==> config.mk <==
export PLATFORM = sky130hd
export DESIGN_NAME = histogram_core_flat
export DESIGN_NICKNAME = d
export VERILOG_FILES = /design/src/rtl/histogram_core_if.sv /design/src/rtl/histogram_core.sv /design/src/flat_wrapper.sv
export SDC_FILE = /design/constraint.sdc
export NUM_CORES = 1
export LEC_CHECK = 0
export ABC_AREA = 1
export CAP_MARGIN = 10
export CORE_ASPECT_RATIO = 1.1
export CORE_MARGIN = 2
export CORE_UTILIZATION = 47
export CTS_BUF_LIST = sky130_fd_sc_hd__clkbuf_16
export DETAILED_ROUTE_END_ITERATION = 12
export SLEW_MARGIN = 20
export SYNTH_ARGS = -nofsm -noshare
export SYNTH_HDL_FRONTEND = slang
export SYNTH_SLANG_ARGS = --single-unit
==> constraint.sdc <==
create_clock -name clk -period 4.07 [get_ports clk]
set_input_delay 0.407 -clock clk [delete_from_list [all_inputs] [get_ports clk]]
set_output_delay 0.407 -clock clk [all_outputs]
set_load 0.01 [all_outputs]
==> src/rtl/histogram_core_if.sv <==
// Stream, control and status bundle for histogram_core.
// The core takes the slave side; the producer/consumer drives the master side.
interface histogram_core_if #(
  parameter int unsigned DATA_W   = 8,
  parameter int unsigned NUM_BINS = 16,
  parameter int unsigned COUNT_W  = 16
);
  localparam int unsigned BIN_W = $clog2(NUM_BINS);

  logic               in_valid;
  logic               in_ready;
  logic [DATA_W-1:0]  in_data;
  logic               clear_req;
  logic               dump_req;
  logic               out_valid;
  logic               out_ready;
  logic [BIN_W-1:0]   out_bin;
  logic [COUNT_W-1:0] out_count;
  logic               out_last;
  logic               busy;
  logic               overflow;

  modport master (
    output in_valid, in_data, clear_req, dump_req, out_ready,
    input  in_ready, out_valid, out_bin, out_count, out_last, busy, overflow
  );

  modport slave (
    input  in_valid, in_data, clear_req, dump_req, out_ready,
    output in_ready, out_valid, out_bin, out_count, out_last, busy, overflow
  );
endinterface

==> src/rtl/histogram_core.sv <==
// Histogram engine: bins samples by their MSBs, with a one-bin-per-cycle clear sweep and a back-pressured dump.
// Build option HIST_SATURATE_EN: overflowing bins hold at max instead of wrapping to zero.
module histogram_core #(
  parameter int unsigned DATA_W   = 8,
  parameter int unsigned NUM_BINS = 16,
  parameter int unsigned COUNT_W  = 16
) (
  input logic             clk,
  input logic             rst,
  histogram_core_if.slave bus
);
  localparam int unsigned        BIN_W     = $clog2(NUM_BINS);
  localparam logic [BIN_W-1:0]   LAST_BIN  = BIN_W'(NUM_BINS - 1);
  localparam logic [COUNT_W-1:0] COUNT_MAX = '1;

  typedef enum logic [1:0] {
    S_CLEAR,
    S_ACCUM,
    S_DUMP
  } state_t;

  state_t             r_state;
  logic [BIN_W-1:0]   r_idx;
  logic [BIN_W-1:0]   r_out_bin;
  logic               r_in_ready;
  logic               r_busy;
  logic               r_out_valid;
  logic               r_out_last;
  logic               r_overflow;
  logic [COUNT_W-1:0] r_bins [NUM_BINS];

  logic [BIN_W-1:0]   w_bin;
  logic [COUNT_W-1:0] w_cur;
  logic [COUNT_W-1:0] w_inc;
  logic               w_at_max;
  logic               w_accept;
  logic               w_unused_data;

  assign w_bin         = bus.in_data[DATA_W-1 -: BIN_W];
  assign w_unused_data = ^bus.in_data;
  assign w_cur         = r_bins[w_bin];
  assign w_at_max      = (w_cur == COUNT_MAX);
  assign w_accept      = (r_state == S_ACCUM) && bus.in_valid;

`ifdef HIST_SATURATE_EN
  assign w_inc = w_at_max ? COUNT_MAX : w_cur + COUNT_W'(1);
`else
  assign w_inc = w_cur + COUNT_W'(1);
`endif

  // Counter array kept free of reset so it can map onto a single-port RAM.
  always_ff @(posedge clk) begin
    if (!rst) begin
      if (r_state == S_CLEAR) begin
        r_bins[r_idx] <= '0;
      end else if (w_accept) begin
        r_bins[w_bin] <= w_inc;
      end
    end
  end

  always_ff @(posedge clk) begin
    if (rst) begin
      r_state     <= S_CLEAR;
      r_idx       <= '0;
      r_out_bin   <= '0;
      r_in_ready  <= 1'b0;
      r_busy      <= 1'b1;
      r_out_valid <= 1'b0;
      r_out_last  <= 1'b0;
      r_overflow  <= 1'b0;
    end else begin
      case (r_state)
        S_CLEAR: begin
          if (r_idx == LAST_BIN) begin
            r_state    <= S_ACCUM;
            r_idx      <= '0;
            r_in_ready <= 1'b1;
            r_busy     <= 1'b0;
          end else begin
            r_idx <= r_idx + BIN_W'(1);
          end
        end
        S_ACCUM: begin
          if (bus.in_valid && w_at_max) begin
            r_overflow <= 1'b1;
          end
          // Clear takes priority; the sample above is still counted first.
          if (bus.clear_req) begin
            r_state    <= S_CLEAR;
            r_idx      <= '0;
            r_in_ready <= 1'b0;
            r_busy     <= 1'b1;
            r_overflow <= 1'b0;
          end else if (bus.dump_req) begin
            r_state     <= S_DUMP;
            r_out_bin   <= '0;
            r_out_valid <= 1'b1;
            r_out_last  <= (LAST_BIN == '0);
            r_in_ready  <= 1'b0;
            r_busy      <= 1'b1;
          end
        end
        S_DUMP: begin
          if (bus.out_ready) begin
            if (r_out_last) begin
              r_state     <= S_ACCUM;
              r_out_bin   <= '0;
              r_out_valid <= 1'b0;
              r_out_last  <= 1'b0;
              r_in_ready  <= 1'b1;
              r_busy      <= 1'b0;
            end else begin
              r_out_bin  <= r_out_bin + BIN_W'(1);
              r_out_last <= ((r_out_bin + BIN_W'(1)) == LAST_BIN);
            end
          end
        end
        default: begin
          r_state <= S_CLEAR;
          r_idx   <= '0;
        end
      endcase
    end
  end

  assign bus.in_ready  = r_in_ready;
  assign bus.busy      = r_busy;
  assign bus.out_valid = r_out_valid;
  assign bus.out_bin   = r_out_bin;
  assign bus.out_last  = r_out_last;
  assign bus.overflow  = r_overflow;
  assign bus.out_count = r_out_valid ? r_bins[r_out_bin] : '0;

endmodule

==> src/flat_wrapper.sv <==
// flat-port wrapper written by rule: the top's interface ports become plain ports
module histogram_core_flat 
#(
  parameter int unsigned DATA_W   = 8,
  parameter int unsigned NUM_BINS = 16,
  parameter int unsigned COUNT_W  = 16
)
  (clk, rst, bus_in_valid, bus_in_data, bus_clear_req, bus_dump_req, bus_out_ready, bus_in_ready, bus_out_valid, bus_out_bin, bus_out_count, bus_out_last, bus_busy, bus_overflow);
  histogram_core_if #(.DATA_W(DATA_W), .NUM_BINS(NUM_BINS), .COUNT_W(COUNT_W)) bus_i ();
  input logic clk;
  input logic rst;
  input wire logic [$bits(bus_i.in_valid)-1:0] bus_in_valid;
  input wire logic [$bits(bus_i.in_data)-1:0] bus_in_data;
  input wire logic [$bits(bus_i.clear_req)-1:0] bus_clear_req;
  input wire logic [$bits(bus_i.dump_req)-1:0] bus_dump_req;
  input wire logic [$bits(bus_i.out_ready)-1:0] bus_out_ready;
  output wire logic [$bits(bus_i.in_ready)-1:0] bus_in_ready;
  output wire logic [$bits(bus_i.out_valid)-1:0] bus_out_valid;
  output wire logic [$bits(bus_i.out_bin)-1:0] bus_out_bin;
  output wire logic [$bits(bus_i.out_count)-1:0] bus_out_count;
  output wire logic [$bits(bus_i.out_last)-1:0] bus_out_last;
  output wire logic [$bits(bus_i.busy)-1:0] bus_busy;
  output wire logic [$bits(bus_i.overflow)-1:0] bus_overflow;
  assign bus_i.in_valid = bus_in_valid;
  assign bus_i.in_data = bus_in_data;
  assign bus_i.clear_req = bus_clear_req;
  assign bus_i.dump_req = bus_dump_req;
  assign bus_i.out_ready = bus_out_ready;
  assign bus_in_ready = bus_i.in_ready;
  assign bus_out_valid = bus_i.out_valid;
  assign bus_out_bin = bus_i.out_bin;
  assign bus_out_count = bus_i.out_count;
  assign bus_out_last = bus_i.out_last;
  assign bus_busy = bus_i.busy;
  assign bus_overflow = bus_i.overflow;
  histogram_core #(.DATA_W(DATA_W), .NUM_BINS(NUM_BINS), .COUNT_W(COUNT_W)) u_core (.clk(clk), .rst(rst), .bus(bus_i));
endmodule
==> flow_summary.yaml <==
outcome:
  outcome: "completed"
critical_path:
  cp.required_ps: 3660
  end_kind: "primary output"
  arrival_ps: 3160
  slowest_delay_ps: 640
  critical-path-slowest-cell: "clkinv_1"
  critPathMaxFanout: 22
  criticalPathCategory: "reg2out"
  worstPathCellList: "clkinv_1 -> buf_12 -> a21oi_1 -> o21ai_0 -> nand3_1 -> nand3_1 -> a21oi_1 -> clkdlybuf4s50_1"
  rrSetupSlack_ps: 1090
  critPathLaunchType: "register"
route:
  wl_um: 41000
  drt_iter0_drc: 1082
  vias: 11500
  drt_first_pass_iters: 5
  drc: 0
  wire_per_inst_um: 20.8
  drt.antenna.violating_nets: 0
  vias_per_cell: 5.83
worst_hold_path:
  min_path_type: "reg2reg"
clock_network:
  htreeDepth: 1
  clockRootBuffer: "clkbuf_16"
  postCtsSetupRepairBufs: 0
  cts_buffer_depth: 3
  cts_hold_buf: 0
  clock_latency_ps: 560
  cts_tree: "done"
  cts_sinks: 275
  clkTransAtPathRegs_ps: 60
  postCtsResizedCells: 0
  numCtsBuffers: 29
flow_run:
  max-cap-violations: 0
cells_and_area:
  stdcell_count: 1974
  nets: 1595
  drive_above_1_share: 0.0944
  multiInputGateArea_um2: 4970
  regArea_um2: 8080
  fill_cells: 2649
  final_core_util: 0.538
  area_growth_pct: 12.1
  antennaDiodeCount: 0
sta:
  period_minus_slack_ps: 3570
  holdWs_ps: 450
  rsz0062_at_grt: "no"
  setup_tns_ps: 0
  skew_ps: 18.0
  setup_viol: 0
  maxSlewHeadroom: 0.258
  worstMarginPinSlew_ps: 1110
  fmax_ghz: 0.280
  drv_slew: 0
  hold_violations: 0
  fin_crit_sh: 0.877
grt:
  antenna_found_initial: 0
  grt_pass1_wl_um: 62300
  track_usage: 0.258
  gr-total-overflow: 0
  grt_max_degree: 222
  grt_pass1_vias: 11100
logic_synthesis:
  synth_edf_count: 256
  synth_top_cell_area_share: 0.541
  async_reset_ff_frac: 0
  yosysSeqAreaShare: 0.568
  synth.cell_area_um2: 14200
  synth_ff_type: "edfxtp_1"
  synth.area.top_cells: "edfxtp_1, nand3_1, nand2_1"
  synth.distinct_cells: 34
  avgSynthCellArea_um2: 9.09
  ys_ff_latch: 275
  synth_common_cells: "edfxtp_1, nand2_1, nand3_1"
  syn_nets: 1581
  yosys.area.top_type: "edfxtp_1"
  synthCells: 1563
  yosysWarnings: 0
  yosysMostFrequentCell: "edfxtp_1"
power:
  p_leak_nw: 5.96
  p_sw_mw: 1.88
  max-vdd-ir-drop_v: 0.000310
  clkPwrFrac: 0.355
  combPwrFrac: 0.157
  switching_share: 0.271
  p_total_mw: 6.94
  p_seq_frac: 0.488
  power.internal_mw: 5.06
  power_density_nw_per_um2: 435
placed_design:
  post-dp-hpwl_um: 24400
  dp.cells: 1920
  portBuffers: 34
  gp_congestion: 0.904
floorplan:
  die_width_um: 170
  core_area_um2: 29600
  die-area_um2: 31600
  start_util: 0.479
  pin_count: 39
  rows: 66
  die_height_um: 186
-- cell type report --
type,instances,share of cell area
well taps,374,0.0294
repair buffers,88,0.0541
clock buffers,29,0.0455
flip-flops and latches,275,0.507
multi-input cells,1002,0.312
inverters,181,0.0427
clock inverters,25,0.00989
-- sequential cells by signal, summed over array words and instances (netlist names), named ones only --
register and cells:
u_core.r_bins 256, u_core.bus.out_bin 4, u_core.r_idx 4, u_core.r_state 2, u_core.bus.busy 1, u_core.bus.in_ready 1, u_core.bus.out_last 1, u_core.bus.out_valid 1
u_core.bus.overflow 1
-- metrics by stage --
step | worst slack, ps | area (um^2)
detailed placement | 485 | 15100
floorplan | 1330 | 14200
global route | 234 | 15900
CTS | 491 | 15900
global placement | 575 | 15100
finish | 500 | 15900
-- layer usage --
metal | GRT usage | part of all wire | vias to the layer above
li1 | - | - | 5452
met5 | 0 | 0 | -
met2 | 0.435 | 0.48 | 452
met4 | 0.0911 | 0.032 | 0
met3 | 0.0305 | 0.072 | 97
met1 | 0.346 | 0.42 | 5504
-- cell usage in the layout (no fill, tap or decap), types with 4 or more instances in the layout --
cell / instances
nor2_2: 23
buf_12: 10
clkbuf_16: 29
edfxtp_1: 256
xor2_1: 4
o21ai_1: 11
clkdlybuf4s50_1: 31
clkinv_2: 6
or2_2: 18
nand3_1: 216
nand2_2: 5
nor2_1: 91
dfxtp_1: 16
inv_2: 5
clkinv_1: 14
ha_1: 4
or2_0: 4
inv_1: 178
o211ai_1: 93
a21oi_1: 129
o21ai_0: 148
nand2_1: 241
buf_4: 44
-- worst max-delay path, delay by kind of cell (launching register included) --
kind | cells | cell delay (ps)
buffers and inverters | 3 | 1640
AO/OA/AOI/OAI | 3 | 430
AND/OR/NAND/NOR | 2 | 180
flip-flops | 1 | 360
-- path summary, 6_finish.rpt --
path | end | depth (start not counted) | startpoint
setup reg to reg | u_core.r_bins[13][12]$_DFFE_PP_ | 13 | u_core.r_bins[12][1]$_DFFE_PP_
hold reg to reg | u_core.bus.overflow$_SDFFE_PP0P_ | 2 | u_core.bus.overflow$_SDFFE_PP0P_
hold / removal | u_core.bus.overflow$_SDFFE_PP0P_ | 2 | u_core.bus.overflow$_SDFFE_PP0P_
setup / recovery | bus_out_count[0] | 8 | register
-- power groups by stage --
stage	logic, mW	clock network (mW)	registers [mW]
5_1_grt	1.20	2.62	3.40
3_5_place_dp	1.08	0	3.44
4_1_cts	1.09	2.50	3.38
3_3_place_gp	1.07	0	3.43
6_report	1.09	2.47	3.38
2_1_floorplan	0.674	0	3.43
-- cell families (layout without fill, tap and decap cells) --
| group | Yosys count | in the layout | synth area share |
|---|---|---|---|
| buffers and inverters | 286 | 323 | 0.0857 |
| flip-flops | 275 | 275 | 0.568 |
| adder cells (fa/ha/maj) | 4 | 4 | 0.00352 |
| AND/OR/NAND/NOR | 610 | 610 | 0.189 |
| XOR/XNOR | 4 | 4 | 0.00246 |
| AO/OA/AOI/OAI | 384 | 384 | 0.152 |
Note: power is estimated with default switching activity, not from simulation.
==> variant 1 (same flow settings) <==
Re-encode `state_t` (3 states) as one-hot, 3 bits wide.
--- a/src/rtl/histogram_core.sv
+++ b/src/rtl/histogram_core.sv
@@ -13,10 +13,10 @@
   localparam logic [BIN_W-1:0]   LAST_BIN  = BIN_W'(NUM_BINS - 1);
   localparam logic [COUNT_W-1:0] COUNT_MAX = '1;
 
-  typedef enum logic [1:0] {
-    S_CLEAR,
-    S_ACCUM,
-    S_DUMP
+  typedef enum logic [2:0] {
+    S_CLEAR = 3'b001,
+    S_ACCUM = 3'b010,
+    S_DUMP  = 3'b100
   } state_t;
 
   state_t             r_state;
Check against the original RTL: no difference found for any inputs over 10 cycles, from zero or initial values and one cycle with rst high; not proved beyond that.
==> variant 1 against the unedited design <==
  * Sequential cell count grew 1
  * Clock power shrank 3%
  * Register-to-register slack lost 0.24 ns
  * Total power shrank 11%
  * Worst setup slack gained 0.055 ns
  * Sequential share of layout area shrank 0.097 points
  * Routed wire length grew 1.8%
  * Synthesized cell count shrank 0.26%
  * Via count grew 1.3%
  * Cell area grew 0.44%
  * Largest power group unchanged
  * Synthesized area grew 0.77%
  * Non-clock buffer count grew 5
==> variant 1: results <==
{
  "route.met3.wl_mm": 4.06,
  "p_int_w": 0.00468,
  "ir_worst_vdd_uv": 313,
  "grt_pass1_vias": 11080,
  "synth_cell_types": 39,
  "dp_hpwl_mm": 25.2,
  "r2r_start": "u_core.r_state[2]",
  "grt_max_degree": 78,
  "cp.arrival_ns": 3.11,
  "crit_end": "bus_out_count[1]",
  "grt_first_pass_wirelength_mm": 62.9,
  "avgSynthCellArea_um2": 9.19,
  "rrSetupSlack_ns": 0.85,
  "rr_worst_depth": 9,
  "period_minus_slack_ns": 3.52,
  "leakagePower_nw": 6.04,
  "layout-drive-gt1-share_pct": 9.84,
  "dr.first_iter.drc_count": 1231,
  "skew_ns": 0.00965,
  "pre_cts_slack_ns": 0.427,
  "fin_cells": 2010,
  "synth.area.top_cells": "edfxtp_1 (54%), nand3_1 (7.4%), nand2_1 (5.8%)",
  "run_status": "finished, final reports clean",
  "vias": 11656,
  "gp_congestion": 0.831,
  "wl_met1_mm": 16.6,
  "reg2reg_to": "u_core.r_bins[13][8]",
  "synth_common_cells": "edfxtp_1 (256), nand2_1 (220), nand3_1 (213)",
  "crit_fanout": 66,
  "syn-num-nets": 1577,
  "wl_per_cell_um": 20.8,
  "dr_wl_met2_mm": 19.3
}
[variant 1: worst max-delay path, stage by stage, from the launching register on]
cell and delay [ns]:
dfxtp_4 0.79, inv_1 0.12, buf_4 0.28, a21oi_1 0.15
o21ai_0 0.12, nand3_1 0.09, nand3_1 0.14, a21oi_1 0.26
clkdlybuf4s50_1 0.59
[variant 1: area by class of cell]
class                      instances  area (um2)
clock buffer                      29         726
clock inverter                    23         118
fill                            2736       14300
inverter                         177         667
multi-input combinational        998        5000
sequential                       276        8100
tap                              414         518
timing repair buffer              93         887
[variant 1: power groups by stage]
stage          clock (W)  sequential, W  combinational [W]
2_1_floorplan          0        0.00325           0.000398
4_1_cts          0.00241        0.00319           0.000584
6_report         0.00240        0.00319           0.000590
3_5_place_dp           0        0.00325           0.000581
3_3_place_gp           0        0.00325           0.000573
5_1_grt          0.00252        0.00320           0.000648
[variant 1: through the flow]
stage          hold slack (ns)  util, %  total power (W)  area, um2
2_1_floorplan            0.466        -          0.00365      14300
3_3_place_gp             0.443     50.1          0.00382      15200
3_5_place_dp             0.445     50.1          0.00383      15200
4_1_cts                  0.454     52.9          0.00619      16000
5_1_grt                  0.489     52.9          0.00637      16000
6_report                 0.447     52.9          0.00618      16000
[variant 1: logic make-up after synthesis]
kind of cell / after synthesis / share of synthesized area [%]
xor gates and xnor gates: 4 / 0.245
buffers and inverters: 285 / 8.97
and+or+nand+nor: 587 / 18.3
adders and majority gates: 4 / 0.349
AOI/OAI and AO/OA: 403 / 15.7
DFF: 276 / 56.5
[variant 1: how the worst min path moves through the flow]
stage,depth (start not counted),to
detailed placement,2,u_core.bus.overflow
global placement,2,u_core.bus.overflow
global route,2,u_core.bus.overflow
finish,2,u_core.bus.overflow
CTS,2,u_core.bus.overflow
floorplan,2,u_core.r_idx[1]
[variant 1: metal layers]
metal,track usage (%),vias to the layer above
met1,34.0,5534
li1,-,5452
met3,5.76,122
met4,11.9,0
met5,0,-
met2,41.6,548
==> variant 2 (config.mk and constraints unchanged) <==
Without the edit above. `NUM_BINS` is set to 16 in 3 places; all go to 32.
--- a/src/rtl/histogram_core_if.sv
+++ b/src/rtl/histogram_core_if.sv
@@ -2,7 +2,7 @@
 // The core takes the slave side; the producer/consumer drives the master side.
 interface histogram_core_if #(
   parameter int unsigned DATA_W   = 8,
-  parameter int unsigned NUM_BINS = 16,
+  parameter int unsigned NUM_BINS = 32,
   parameter int unsigned COUNT_W  = 16
 );
   localparam int unsigned BIN_W = $clog2(NUM_BINS);
--- a/src/rtl/histogram_core.sv
+++ b/src/rtl/histogram_core.sv
@@ -2,7 +2,7 @@
 // Build option HIST_SATURATE_EN: overflowing bins hold at max instead of wrapping to zero.
 module histogram_core #(
   parameter int unsigned DATA_W   = 8,
-  parameter int unsigned NUM_BINS = 16,
+  parameter int unsigned NUM_BINS = 32,
   parameter int unsigned COUNT_W  = 16
 ) (
   input logic             clk,
--- a/src/flat_wrapper.sv
+++ b/src/flat_wrapper.sv
@@ -2,7 +2,7 @@
 module histogram_core_flat 
 #(
   parameter int unsigned DATA_W   = 8,
-  parameter int unsigned NUM_BINS = 16,
+  parameter int unsigned NUM_BINS = 32,
   parameter int unsigned COUNT_W  = 16
 )
   (clk, rst, bus_in_valid, bus_in_data, bus_clear_req, bus_dump_req, bus_out_ready, bus_in_ready, bus_out_valid, bus_out_bin, bus_out_count, bus_out_last, bus_busy, bus_overflow);
Ports: changed (resized bus_out_bin); port bits go from 39 to 40. No check against the original RTL was run, so the function may have changed too.
==> variant 2 against the unedited design <==
  * Register-to-register slack gained 0.14 ns
  * Synthesized cell count up 85%
  * Total power grew 67%
  * Synthesized area increased by 88%
  * First-iteration DRC count rose to 2.8 times the old value
  * Clock power grew 100%
  * Cell area increased by 88%
  * Maximum frequency decreased by 9.5%
  * Routed wire length up 120%
  * Sequential cell count up 259
  * Worst hold slack improved by 0.014 ns
  * Clock skew rose by 0.0049 ns
  * Worst setup slack got worse by 0.38 ns
==> variant 2: results <==
{
  "run_status": "finished, final reports clean",
  "cts-root-buf": "clkbuf_16",
  "hold_slack_ns": 0.465,
  "clockBufferDepth": 3,
  "rrSetupSlack_ns": 1.23,
  "via_per_inst": 6.28,
  "cts_made_buffers": 56,
  "hold-path-endpoint": "u_core.bus.in_ready",
  "synth_common_cells": "nand2_1 (759), edfxtp_1 (512), nand3_1 (412)",
  "cp.arrival_ns": 3.54,
  "syn-num-nets": 2906,
  "synthXorXnorAreaFrac_pct": 0.229,
  "dr.first_iter.drc_count": 2977,
  "synth_compound_area_share_pct": 11.3,
  "synth_mux_area_share_pct": 0,
  "worstMarginPinSlew_ns": 0.868,
  "largest_register_ffs": 512,
  "hp-class": "reg -> reg",
  "ir_worst_vdd_uv": 317,
  "grt_pass1_vias": 22261,
  "synth.area.top_cells": "edfxtp_1 (57%), nand2_1 (11%), nand3_1 (7.7%)",
  "htree_levels": 2,
  "hp-start": "u_core.bus.in_ready",
  "placed_cell_area_mm2": 0.0281,
  "crit_fanout": 81,
  "vias": 23041,
  "synth_edf_count": 512,
  "grt_max_degree": 120,
  "clk_latency_ns": 0.62,
  "largest_register": "u_core.r_bins",
  "io_buffers": 36,
  "dp_hpwl_mm": 50.7,
  "antenna_found_initial": 0,
  "synth_fa_ha_area_share_pct": 0.234,
  "yosysWarnings": 0,
  "max_stage_delay_ns": 0.59,
  "track_usage_pct": 30.3,
  "cp_slowest_cell": "clkdlybuf4s50_1",
  "grt_first_pass_wirelength_mm": 133,
  "fill_cells": 4958,
  "p_int_w": 0.00892,
  "gp_congestion": 0.859,
  "wl_per_cell_um": 24.7,
  "layout-drive-gt1-share_pct": 8.82,
  "r2r_start": "u_core.r_state[0]",
  "skew_ns": 0.0229,
  "synth_cell_types": 39,
  "synth-async-reset-ratio_pct": 0,
  "placed_cells": 3565,
  "reg2reg_to": "u_core.r_bins[23][15]",
  "first_pass_iters": 9,
  "cp_top_family": "buffers and inverters",
  "pre_cts_slack_ns": 0.504,
  "ys_seq_area_share_pct": 59.1,
  "rr_worst_depth": 10,
  "leakagePower_nw": 11.3,
  "avgSynthCellArea_um2": 9.28
}
variant 2: cell count changes in the layout (fill, tap and decap cells not counted), sizes merged, moves of 132 or more:
cell,unedited run,this run
o21ai,159,292
nand2,246,759
inv,184,52
nand3,217,412
nor2,115,385
edfxtp,256,512
variant 2: area by class of cell:
type	instances	area [um2]	share of cell area, %
inverter	45	194	0.648
sequential	534	15800	52.9
multi-input combinational	2087	9710	32.5
tap	744	931	3.11
timing repair buffer	157	1510	5.04
clock buffer	57	1430	4.77
clock inverter	46	310	1.04
variant 2: repair_timing:
action,4_1_cts,5_1_grt
setup buffers,0,1
gates resized for setup,2,8
endpoints found under the setup margin,2,11
cloned,0,1
variant 2: layer usage:
layer	vias up	global-route usage (%)	routed length (um)
li1	10195	-	-
met1	11078	39.9	35000
met2	1475	49.5	42300
met3	293	4.33	9090
met4	0	14.5	4210
met5	-	0	0
variant 2: power by group through the flow:
stage | logic [W] | registers, W | clock network [W]
final | 0.000649 | 0.00598 | 0.00493
after floorplan | 0.000424 | 0.00610 | 0
after global routing | 0.000694 | 0.00598 | 0.00518
after global placement | 0.000626 | 0.00610 | 0
after detailed placement | 0.000632 | 0.00610 | 0
after CTS | 0.000634 | 0.00598 | 0.00498
variant 2: how the worst max path moves through the flow:
| stage | slack (ns) | to | start | cells after the start |
|---|---|---|---|---|
| 2_1_floorplan | 0.65 | u_core.r_bins[0][5] | bus_in_data[3] | 16 |
| 6_report | 0.12 | bus_out_count[7] | flip-flop | 9 |
| 4_1_cts | 0.03 | bus_out_count[2] | flip-flop | 8 |
| 5_1_grt | 0.02 | bus_out_count[6] | flip-flop | 8 |
| 3_3_place_gp | 0.38 | u_core.r_bins[23][3] | bus_in_data[4] | 11 |
| 3_5_place_dp | 0.50 | u_core.r_bins[22][1] | bus_in_data[4] | 12 |
variant 2: cells by family (layout without fill, tap and decap cells):
logic type | after synthesis | after routing
AND/OR/NAND/NOR | 1570 | 1570
buffers and inverters | 266 | 305
adder cells (fa/ha/maj) | 5 | 5
XOR/XNOR | 7 | 7
flip-flops | 534 | 534
AO/OA/AOI/OAI | 505 | 505
variant 2: worst register-to-register path: cells and delay by family, from the launching register on:
kind | cells | cell delay (ns)
AOI/OAI and AO/OA | 1 | 0.45
buffers and inverters | 4 | 0.81
DFF | 1 | 0.35
and+or+nand+nor | 5 | 0.87
